File: src/rtl/fpu_dp_pkg.sv
// fpu_dp_pkg: shared binary64 field widths, special constants and divider states
package fpu_dp_pkg;
  localparam int EXP_BIAS = 1023;
  localparam int EXP_W = 11;
  localparam int MANT_W = 52;
  localparam logic [63:0] QNAN = 64'h7FF8000000000000;
  localparam logic [63:0] INF = 64'h7FF0000000000000;
  typedef enum logic [2:0] {IDLE, UNPACK, DIV, ROUND, DONE} div_state_t;
endpackage

File: src/rtl/fpu_dp_rounder.sv
// fpu_dp_rounder: normalise, round (RNE when FPU_DP_DIV_RNE_EN, else truncate) and pack a 55-bit quotient
module fpu_dp_rounder
  import fpu_dp_pkg::*;
(
  input  logic               sign,
  input  logic signed [12:0] exp,
  input  logic [54:0]        q,
  input  logic               sticky,
  output logic [63:0]        result
);
  logic norm, g, rs, inc, unused_bits;
  logic [MANT_W:0] mant;
  logic [MANT_W+1:0] sum;
  logic signed [12:0] e, ef;
  always_comb begin
    norm = ~q[54];
    mant = norm ? q[53:1] : q[54:2];
    g = norm ? q[0] : q[1];
    rs = norm ? sticky : (q[0] | sticky);
`ifdef FPU_DP_DIV_RNE_EN
    inc = g & (rs | mant[0]);
`else
    inc = 1'b0;
`endif
    sum = {1'b0, mant} + {{MANT_W + 1{1'b0}}, inc};
    e = exp - $signed({12'b0, norm});
    // a carry out of rounding leaves the fraction all-zero, so only the exponent moves
    ef = e + $signed({12'b0, sum[MANT_W+1]});
    result = ef >= 13'sd2047 ? {sign, INF[62:0]} :
             ef <= 13'sd0 ? {sign, 63'b0} :
             {sign, ef[EXP_W-1:0], sum[MANT_W-1:0]};
    unused_bits = sum[MANT_W] ^ g ^ rs;
  end
endmodule

File: src/rtl/fpu_dp_divider.sv
// fpu_dp_divider: multi-cycle binary64 divider, radix-2 restoring, flush-to-zero.
// FPU_DP_DIV_RNE_EN selects round-to-nearest-even; otherwise results truncate.
module fpu_dp_divider
  import fpu_dp_pkg::*;
#(
  parameter int WIDTH = 64
) (
  input  logic             clk,
  input  logic             rst,
  input  logic             in_valid,
  output logic             in_ready,
  input  logic [WIDTH-1:0] a,
  input  logic [WIDTH-1:0] b,
  output logic             out_valid,
  input  logic             out_ready,
  output logic [WIDTH-1:0] result,
  output logic             div_by_zero,
  output logic             invalid
);
  div_state_t state, next;
  logic [63:0] a_r, b_r, spec_res, rounded;
  logic [EXP_W-1:0] ea, eb;
  logic a_nan, b_nan, a_inf, b_inf, a_zero, b_zero, sgn, special, spec_inv, spec_dbz, ge;
  logic [5:0] cnt;
  logic sign;
  logic signed [12:0] exp;
  logic [MANT_W:0] mb;
  logic [54:0] rem, q, sub;
  always_comb begin
    ea = a_r[62:52];
    eb = b_r[62:52];
    a_nan = &ea & |a_r[51:0];
    b_nan = &eb & |b_r[51:0];
    a_inf = &ea & ~|a_r[51:0];
    b_inf = &eb & ~|b_r[51:0];
    a_zero = ~|ea;
    b_zero = ~|eb;
    sgn = a_r[63] ^ b_r[63];
    special = a_zero | b_zero | (&ea) | (&eb);
    spec_inv = a_nan | b_nan | (a_zero & b_zero) | (a_inf & b_inf);
    spec_dbz = ~spec_inv & ~a_inf & b_zero;
    spec_res = spec_inv ? QNAN : (a_inf | b_zero) ? {sgn, INF[62:0]} : {sgn, 63'b0};
    ge = rem >= {2'b0, mb};
    sub = rem - {2'b0, mb};
    next = state == IDLE ? (in_valid ? UNPACK : IDLE) :
           state == UNPACK ? (special ? DONE : DIV) :
           state == DIV ? (cnt == 6'd54 ? ROUND : DIV) :
           state == ROUND ? DONE : (out_ready ? IDLE : DONE);
    in_ready = state == IDLE;
    out_valid = state == DONE;
  end
  fpu_dp_rounder u_rounder (
    .sign(sign),
    .exp(exp),
    .q(q),
    .sticky(|rem),
    .result(rounded)
  );
  always_ff @(posedge clk) begin
    if (rst) begin
      state <= IDLE;
      cnt <= '0;
      result <= '0;
      div_by_zero <= 1'b0;
      invalid <= 1'b0;
    end else begin
      state <= next;
      cnt <= state == DIV ? cnt + 6'd1 : '0;
      if (state == UNPACK && special) begin
        result <= spec_res;
        div_by_zero <= spec_dbz;
        invalid <= spec_inv;
      end
      if (state == ROUND) begin
        result <= rounded;
        div_by_zero <= 1'b0;
        invalid <= 1'b0;
      end
    end
  end
  always_ff @(posedge clk) begin
    if (state == IDLE && in_valid) begin
      a_r <= a;
      b_r <= b;
    end
    if (state == UNPACK) begin
      sign <= sgn;
      exp <= $signed({2'b0, ea}) - $signed({2'b0, eb}) + 13'sd1023;
      rem <= {2'b0, 1'b1, a_r[MANT_W-1:0]};
      mb <= {1'b1, b_r[MANT_W-1:0]};
      q <= '0;
    end
    // one quotient bit per cycle; the partial remainder always stays below 2*mb
    if (state == DIV) begin
      rem <= (ge ? sub : rem) << 1;
      q <= {q[53:0], ge};
    end
  end
endmodule

File: config.mk
export PLATFORM = sky130hd
export DESIGN_NAME = fpu_dp_divider
export DESIGN_NICKNAME = d
export VERILOG_FILES = /design/src/rtl/fpu_dp_pkg.sv /design/src/rtl/fpu_dp_rounder.sv /design/src/rtl/fpu_dp_divider.sv
export SDC_FILE = /design/constraint.sdc
export NUM_CORES = 1
export LEC_CHECK = 0
export CELL_PAD_IN_SITES_DETAIL_PLACEMENT = 1
export CELL_PAD_IN_SITES_GLOBAL_PLACEMENT = 1
export CORE_MARGIN = 4
export CORE_UTILIZATION = 25
export CTS_CLUSTER_SIZE = 14
export DETAILED_ROUTE_END_ITERATION = 10
export GPL_ROUTABILITY_DRIVEN = 0
export MAX_ROUTING_LAYER = met4
export PLACE_DENSITY = 0.48
export SYNTH_ARGS = -nofsm -noshare
export SYNTH_HDL_FRONTEND = slang
export SYNTH_SLANG_ARGS = --single-unit
File: constraint.sdc
create_clock -name clk -period 7.3 [get_ports clk]
set_clock_uncertainty 0.2 [all_clocks]
set_input_delay 1.46 -clock clk [delete_from_list [all_inputs] [get_ports clk]]
set_output_delay 1.46 -clock clk [all_outputs]
set_load 0.02 [all_outputs]
==> reports/qor.yml, run 1 <==
drt:
  wl_per_cell_um: 19.7
  routed_wirelength_um: 54700
  vias_per_cell: 4.70
  vias: 13100
  drt-pass1-iter-count: 5
  drcViolationCount: 0
  drtIter0Drc: 740
  antenna_left: 0
floorplanning:
  dieArea_mm2: 0.0778
  core_area_mm2: 0.0728
  die_width_um: 279
  rows: 99
  start_util: 0.252
  fp.dieH_um: 279
  num_io_pins: 200
setup_path:
  cp_common_cell: "o21ai_0"
  path_delay_family: "compound AO/OA/AOI/OAI gates"
  reg2reg_from: "rem[3]"
  critPathRequiredTime_ns: 7.44
  path_cells: "ha_1 > a21o_1 > a21oi_1 > a211oi_2 > o21ai_0 > nand3_1 > nand3b_1 > a21oi_4 > a31oi_4 > buf_4 > o21ai_0 > a22o_1"
  worstSetupStartpoint: "rem[3]"
  cp.depth: 12
  crit_end: "rem[21]"
  slowest_delay_ns: 0.73
  start_kind: "flip-flop"
  ff2ff_setup_slack_ns: 3.04
  path_buf_inv: 1
  crit_path_end_kind: "flip-flop"
  arrival_ns: 4.40
  reg2reg_depth: 12
  crit_path_max_fanout: 81
  r2r-end: "rem[21]"
  critPathKind: "reg2reg"
  slowest_stage: "buf_4"
grt:
  grt_pass1_wl_um: 84000
  grt_max_degree: 87
  grt_overflow_total: 0
  grt_pass1_vias: 13900
  track_usage: 0.141
  antenna_found_initial: 1
clocking:
  post_cts_resized: 0
  cts_setup_buffers: 0
  clock-root-buffer: "clkbuf_16"
  clk_pin_slew_ns: 0.06
  cts_tree: "done"
  clockBufferDepth: 3
  clk_latency_ns: 0.59
  cts_buffers: 48
  postCtsHoldBufs: 0
  cts.htree.levels: 2
  clock_sinks: 379
final_layout:
  nFillCells: 7973
  regArea_mm2: 0.0106
  fin_cells: 2780
  drive_above_1_share: 0.0912
  num-nets-final: 1983
  area_growth_pct: 24.7
  final_common_cell: "edfxtp_1"
  final_cell_mix: "303 x edfxtp_1, 198 x clkdlybuf4s50_1, 120 x nand2_1"
  multi_input_area_mm2: 0.00705
  post-route-util: 0.314
  antennaDiodeCount: 0
sta:
  timing.final.hold_violations: 0
  final_max_slew_viol_count: 0
  rsz0062_at_grt: "false"
  period_minus_slack_ns: 4.26
  setup_violations: 0
  relSlewSlack: 0.244
  setup_tns_ns: 0
  clock.fmax_ghz: 0.235
  tightest_slew_ns: 1.13
  finalCritPeriodShare: 0.584
synthesis:
  ys_ff_latch: 379
  synth_cell_types: 68
  yosysWarnings: 0
  syn_nets: 1806
  seq_area_frac_synth: 0.579
  synth_area_mm2: 0.0183
  avgSynthCellArea_um2: 11.4
  async_flop_share: 0
  synth_edf_count: 303
  synth_cells: 1604
  ys.flop_type: "edfxtp_1"
flow_run:
  cap_violations: 0
outcome:
  status: "completed"
worst_hold_path:
  hold_class: "reg2reg"
place:
  numPortBuffers: 199
  dp_hpwl_um: 39000
  placedCellCount: 2690
power:
  power.leakage_nw: 8.34
  finalPower_mw: 5.98
  power_density_mw_per_mm2: 262
  ir_drop_mv: 0.173
==> kinds of logic after synthesis <==
family,Yosys count,share of synthesized area
compound gates,378,0.137
xor+xnor,82,0.0392
fa+ha+maj,70,0.0486
buf+inv,179,0.0378
flops,379,0.579
mux,58,0.0351
simple gates,458,0.123
==> synthesized netlist by cell type, types with 51 or more instances <==
library cell | instances | share of area
inv_1 | 93 | 0.019
nor2_1 | 108 | 0.022
mux2_2 | 51 | 0.031
a22oi_1 | 51 | 0.021
clkbuf_1 | 67 | 0.014
nand2_1 | 121 | 0.025
a21oi_1 | 102 | 0.028
and3_1 | 60 | 0.020
o21ai_0 | 80 | 0.022
edfxtp_1 | 303 | 0.50
dfxtp_1 | 76 | 0.083
ha_1 | 68 | 0.046
==> power breakdown <==
group	internal, mW	switching, mW
registers	2.54	0.100
logic	0.393	0.591
clock network	1.39	0.968
==> how the worst min path moves through the flow <==
stage	startpoint	end	cells after the start
floorplan	b_r[0]	mb[0]	0
global placement	b_r[29]	mb[29]	0
detailed placement	b_r[32]	mb[32]	0
CTS	b_r[17]	mb[17]	0
global route	b_r[17]	mb[17]	0
finish	b_r[17]	mb[17]	0
==> metal layers <==
layer / track usage / part of all wire / vias up
li1: - / - / 6321
met1: 0.196 / 0.50 / 6488
met2: 0.218 / 0.45 / 197
met3: 0.0219 / 0.031 / 73
met4: 0.0325 / 0.019 / 0
met5: - / 0 / -
==> sequential cells by signal, summed over array words and instances (netlist names), 3 cells and up <==
signal	flops
b_r	64
result	64
state	3
q	55
rem	55
cnt	6
a_r	64
exp	13
mb	52
==> metrics by stage <==
stage                     cell area (um^2)  hold WS, ns  setup slack [ns]
after floorplan                      18300        0.227              2.61
after global placement               21300        0.238              3.09
after detailed placement             21300        0.241              2.99
after CTS                            22900        0.244              2.94
after global routing                 22900        0.259              2.60
final                                22900        0.238              3.04
==> final cells by class <==
cell class | instances | area share
Sequential cell | 379 | 0.464
Timing Repair Buffer | 213 | 0.0914
Tap cell | 959 | 0.0524
Clock inverter | 21 | 0.00941
Clock buffer | 69 | 0.0587
Multi-Input combinational cell | 1046 | 0.308
Inverter | 93 | 0.0156
No activity file was read; power rests on OpenSTA's default activity.
==> run 2: changes to the inputs <==
Clock period 7.3 ns to 4 ns, I/O delays scaled along.
==> run 2 against run 1 <==
Largest cell class unchanged. Fmax increased by 18%. Sequential share of layout area fell by 0.74 points. Critical path depth did not move. Critical endpoint is now rem[7]. Wire length up 0.18%. First-iteration DRC count decreased by 7.4%. Sequential power increased by 82%. Cell area rose by 1.6%. Highest routed layer unchanged. Worst setup slack worse by 2.7 ns. Final cell count is 1.1% higher. Total power grew 86%. Worst hold slack gained 0.013 ns. Via count is 0.15% higher.
==> reports/qor.yml, run 2 (synthesized netlist as in run 1, its figures left out) <==
drt:
  drcViolationCount: 0  # unchanged
  vias_per_cell: 4.66  # -0.96%
  wl_per_cell_um: 19.5  # -0.93%
  drtIter0Drc: 685  # -7.4%
  antenna_left: 0  # unchanged
  routed_wirelength_um: 54800  # +0.18%
  drt-pass1-iter-count: 5  # unchanged
  vias: 13100  # +0.15%
outcome:
  status: "completed"
setup_path:
  crit_path_end_kind: "flip-flop"
  worstSetupStartpoint: "rem[3]"
  reg2reg_from: "rem[3]"
  start_kind: "flip-flop"
  arrival_ns: 3.77  # -0.63 ns
  crit_path_max_fanout: 37  # -54%
  critPathRequiredTime_ns: 4.14  # -3.30 ns
  critPathKind: "reg2reg"
clocking:
  clock_sinks: 379  # unchanged
  clock-root-buffer: "clkbuf_16"
  cts.htree.levels: 2  # unchanged
  cts_tree: "done"
  cts_buffers: 47  # -2.1%
  clk_latency_ns: 0.60  # about the same
  postCtsHoldBufs: 0  # unchanged
  clockBufferDepth: 3  # unchanged
  clk_pin_slew_ns: 0.06  # about the same
floorplanning:
  die_width_um: 279  # unchanged
  rows: 99  # unchanged
  dieArea_mm2: 0.0778  # unchanged
  num_io_pins: 200  # unchanged
  fp.dieH_um: 279  # unchanged
  core_area_mm2: 0.0728  # unchanged
  start_util: 0.252  # unchanged
power:
  swShare: 0.275  # -0.00253
  comb_power_share: 0.166  # +0.002
  pwr-share-clk: 0.403  # +0.008
  seq_power_share: 0.431  # -0.010
  p_int_mw: 8.09  # +87%
  power.leakage_nw: 8.54  # +2.4%
  p_sw_mw: 3.07  # +85%
  power_density_mw_per_mm2: 480  # +84%
  ir_drop_mv: 0.327  # +89%
sta:
  clock.fmax_ghz: 0.276  # +18%
  relSlewSlack: 0.398  # +0.154
  period_minus_slack_ns: 3.63  # -0.636 ns
  setup_ws_ns: 0.371  # -2.66 ns
  setup_tns_ns: 0  # unchanged
  setup_violations: 0  # unchanged
  tightest_slew_ns: 0.903  # -0.231 ns
  timing.final.hold_violations: 0  # unchanged
  final_max_slew_viol_count: 0  # unchanged
  rsz0062_at_grt: "false"
  finalCritPeriodShare: 0.907  # +0.323
grt:
  track_usage: 0.141  # +0.000268
  grt_pass1_wl_um: 84500  # +0.49%
  grt_pass1_vias: 14100  # +1.7%
  antenna_found_initial: 2  # +1
  grt_overflow_total: 0  # unchanged
  grt_max_degree: 69  # -21%
place:
  numPortBuffers: 199  # unchanged
  placed_cell_area_mm2: 0.0216  # +1.2%
  dp_hpwl_um: 40200  # +3.3%
  dp_slack_ns: 0.181  # -2.81 ns
  placedCellCount: 2718  # +1.0%
final_layout:
  fin_cells: 2811  # +1.1%
  area_growth_pct: 26.8
  final_common_cell: "edfxtp_1"
  largestRegisters: "a_r x64, b_r x64, result x64"
  design_area_mm2: 0.0233  # +1.6%
  final_cell_mix: "303 x edfxtp_1, 198 x clkdlybuf4s50_1, 120 x nand2_1"
  drive_above_1_share: 0.109  # +0.0175
  num-nets-final: 2013  # +1.5%
worst_hold_path:
  hold_start: "b_r[6]"
  hold_class: "reg2reg"
flow_run:
  cap_violations: 0  # unchanged
-- run 2: changes by cell type in the layout (fill, tap and decap cells not counted), sizes merged --
| cell | delta |
|---|---|
| a21oi | +1 |
| buf | +30 |
| bufinv | +4 |
| clkbuf | -16 |
| clkinv | +7 |
| clkinvlp | +1 |
| diode | +3 |
| inv | +1 |
-- run 2: final cells by class --
type                            count  area, um^2
Antenna cell                        3        7.51
Multi-Input combinational cell   1047        7070
Timing Repair Buffer              243        2350
Clock inverter                     34         399
Clock buffer                       53        1240
Sequential cell                   379       10600
Tap cell                          959        1200
Inverter                           93         355
Fill cell                        7989       49600
-- run 2: final timing paths --
path | endpoint | slack (ns) | cells past startpoint
worst max-delay path | rem[7] | 0.37 | 12
worst min-delay path | mb[6] | 0.25 | 0
worst max register to register | rem[7] | 0.37 | 12
worst min register to register | mb[6] | 0.25 | 0
-- run 2: critical path, stage by stage (launching register included) --
cell and delay [ns]:
edfxtp_1 0.39, ha_1 0.37, a21o_1 0.21, a21oi_1 0.21
a211oi_2 0.11, o21ai_0 0.26, nand3_1 0.19, nand3b_1 0.26
a21oi_4 0.13, a31oi_4 0.37, buf_12 0.24, o21ai_0 0.19
a22o_1 0.23
-- run 2: repair_timing --
| action | 4_1_cts | 5_1_grt |
|---|---|---|
| gates resized for setup | 0 | 2 |
| buffers inserted | 0 | 2 |
| endpoints found under the hold margin | 0 | 0 |
| setup endpoints to repair | 0 | 31 |
-- run 2: power groups by stage --
stage / clock, mW / combinational (mW) / sequential (mW)
3_3_place_gp: 0 / 1.86 / 4.89
5_1_grt: 4.84 / 2.06 / 4.84
3_5_place_dp: 0 / 1.87 / 4.89
4_1_cts: 4.69 / 1.88 / 4.81
6_report: 4.50 / 1.85 / 4.81
2_1_floorplan: 0 / 1.24 / 4.83
-- run 2: routing by layer --
| layer | share of wire | vias to the layer above | GRT usage |
|---|---|---|---|
| met2 | 0.46 | 188 | 0.221 |
| met5 | 0 | - | - |
| met3 | 0.033 | 66 | 0.0207 |
| met1 | 0.49 | 6462 | 0.195 |
| met4 | 0.018 | 0 | 0.0334 |
| li1 | - | 6382 | - |
-- run 2: per-stage QoR --
stage	total power [mW]	hold slack [ns]	utilization
after floorplan	6.08	0.227	-
after CTS	11.4	0.254	0.319
after global placement	6.75	0.236	0.296
after global routing	11.7	0.266	0.319
final	11.2	0.251	0.319
after detailed placement	6.76	0.239	0.296
==> run 3: changes to the inputs <==
Settings changed: CAP_MARGIN set to 15, CORE_UTILIZATION 25 to 40, PLACE_DENSITY 0.48 to 0.71.
==> run 3 against run 2 <==
Clock power fell by 16%. Cell area fell by 3.9%. Die area fell by 37%. Register-to-register slack got worse by 0.06 ns. First-iteration DRC count rose by 15%. Largest power group unchanged. Count of clock-buffer cells in the layout did not move. Non-clock buffer count fell by 19. Via count rose by 0.43%. Sequential power barely moved. Sequential share of layout area rose by 1.8 points. Worst hold slack got worse by 0.0032 ns. Fmax fell by 1.7%.
==> reports/qor.yml, run 3 (synthesized netlist as in run 1, its figures left out) <==
final_layout:
  multi_input_area_mm2: 0.00705  # -0.30%
  post-route-util: 0.493  # +0.173
  area_growth_pct: 21.9
  num-nets-final: 1989  # -1.2%
  regArea_mm2: 0.0106  # unchanged
  drive_above_1_share: 0.0935  # -0.0152
  design_area_mm2: 0.0224  # -3.9%
  largestRegisters: "a_r x64, b_r x64, result x64"
  nFillCells: 4806  # -40%
  final_cell_mix: "303 x edfxtp_1, 198 x clkdlybuf4s50_1, 120 x nand2_1"
  final_common_cell: "edfxtp_1"
clocking:
  post_cts_resized: 0  # unchanged
  clk_pin_slew_ns: 0.06  # about the same
  clk_latency_ns: 0.57  # -0.03 ns
  postCtsHoldBufs: 0  # unchanged
  cts_tree: "done"
  cts_setup_buffers: 0  # unchanged
  cts.htree.levels: 2  # unchanged
  clockBufferDepth: 3  # unchanged
  cts_buffers: 43  # -8.5%
  clock-root-buffer: "clkbuf_16"
  clock_sinks: 379  # unchanged
sta:
  final_max_slew_viol_count: 0  # unchanged
  relSlewSlack: 0.239  # -0.159
  finalCritPeriodShare: 0.923  # +0.0160
  timing.hold.ws_ns: 0.248  # -0.00320 ns
  setup_tns_ns: 0  # unchanged
  period_minus_slack_ns: 3.69  # +0.0639 ns
  timing.final.hold_violations: 0  # unchanged
  tightest_slew_ns: 1.13  # +0.228 ns
  setup_violations: 0  # unchanged
  clock.fmax_ghz: 0.271  # -1.7%
  rsz0062_at_grt: "false"
  setup_ws_ns: 0.307  # -0.0639 ns
floorplanning:
  core_area_mm2: 0.0454  # -38%
  rows: 78  # -21%
  die_width_um: 222  # -20%
  dieArea_mm2: 0.0493  # -37%
  start_util: 0.404  # +0.152
  fp.dieH_um: 222  # -20%
  num_io_pins: 200  # unchanged
drt:
  antenna_left: 0  # unchanged
  vias: 13200  # +0.43%
  drtIter0Drc: 786  # +15%
  routed_wirelength_um: 48900  # -11%
  drt-pass1-iter-count: 5  # unchanged
  drcViolationCount: 0  # unchanged
  wl_per_cell_um: 20.2  # +3.6%
  vias_per_cell: 5.43  # +17%
outcome:
  status: "completed"
power:
  ir_drop_mv: 0.340  # +3.9%
  power.leakage_nw: 8.32  # -2.6%
  power_density_mw_per_mm2: 465  # -3.2%
setup_path:
  critPathKind: "reg2reg"
  critPathRequiredTime_ns: 4.12  # -0.02 ns
  crit_path_end_kind: "flip-flop"
  crit_path_max_fanout: 5  # -86%
  arrival_ns: 3.81  # +0.04 ns
  start_kind: "flip-flop"
grt:
  grt_max_degree: 129  # +87%
  grt_pass1_vias: 14200  # +0.60%
  grt_overflow_total: 0  # unchanged
  grt_pass1_wl_um: 78700  # -6.8%
  track_usage: 0.203  # +0.0613
  antenna_found_initial: 4  # +2
worst_hold_path:
  hold_class: "reg2reg"
flow_run:
  cap_violations: 0  # unchanged
place:
  placed_cell_area_mm2: 0.0210  # -2.6%
  dp_hpwl_um: 34900  # -13%
  dp_slack_ns: 0.377  # +0.196 ns
  numPortBuffers: 199  # unchanged
-- run 3: cell count changes in the layout (fill, tap and decap cells not counted), moves of 3 or more --
| cell | change |
|---|---|
| buf_4 | -20 |
| bufinv_16 | -6 |
| clkbuf_16 | -4 |
| clkbuf_8 | +3 |
| clkinv_2 | +8 |
| clkinvlp_4 | -4 |
-- run 3: final timing paths --
kind | cells after the start | from | slack, ns | end
min reg2reg | 0 | b_r[5] | 0.25 | mb[5]
max reg2reg | 13 | rem[3] | 0.31 | rem[50]
min | 0 | b_r[5] | 0.25 | mb[5]
max | 13 | rem[3] | 0.31 | rem[50]
-- run 3: layer usage --
metal	part of all wire	up-vias	global-route usage	wire, um
li1	-	6304	-	-
met1	0.46	6505	0.270	22500
met2	0.47	275	0.322	22900
met3	0.046	70	0.0318	2240
met4	0.026	0	0.0630	1260
met5	0	-	-	0
-- run 3: final cells by class --
cell class | instances | share of cell area
Multi-Input combinational cell | 1046 | 0.315
Clock buffer | 53 | 0.0531
Sequential cell | 379 | 0.475
Tap cell | 600 | 0.0336
Inverter | 93 | 0.0159
Clock inverter | 24 | 0.00694
Antenna cell | 3 | 0.000336
Timing Repair Buffer | 224 | 0.0995
-- run 3: critical path, stage by stage (launching register included) --
cell	delay, ns
edfxtp_1	0.40
ha_1	0.38
nand3_1	0.13
o21bai_1	0.22
a211oi_2	0.29
nor3_2	0.10
o21ai_2	0.20
a211oi_2	0.09
buf_4	0.17
o41ai_4	0.46
a21oi_2	0.19
o31ai_1	0.33
mux2i_1	0.22
nand2_1	0.06
-- run 3: report_power, final --
part / internal, mW / total (mW) / switching, mW
logic: 0.744 / 1.81 / 1.06
registers: 4.63 / 4.81 / 0.182
clock network: 2.17 / 3.77 / 1.60
total: 7.54 / 10.4 / 2.84
-- run 3: stage by stage --
step / instances / total power [mW]
final: 2422 / 10.4
after global routing: 2422 / 10.9
after CTS: 2419 / 10.5
after detailed placement: 2342 / 6.68
after global placement: 2342 / 6.64
after floorplan: 1604 / 6.08
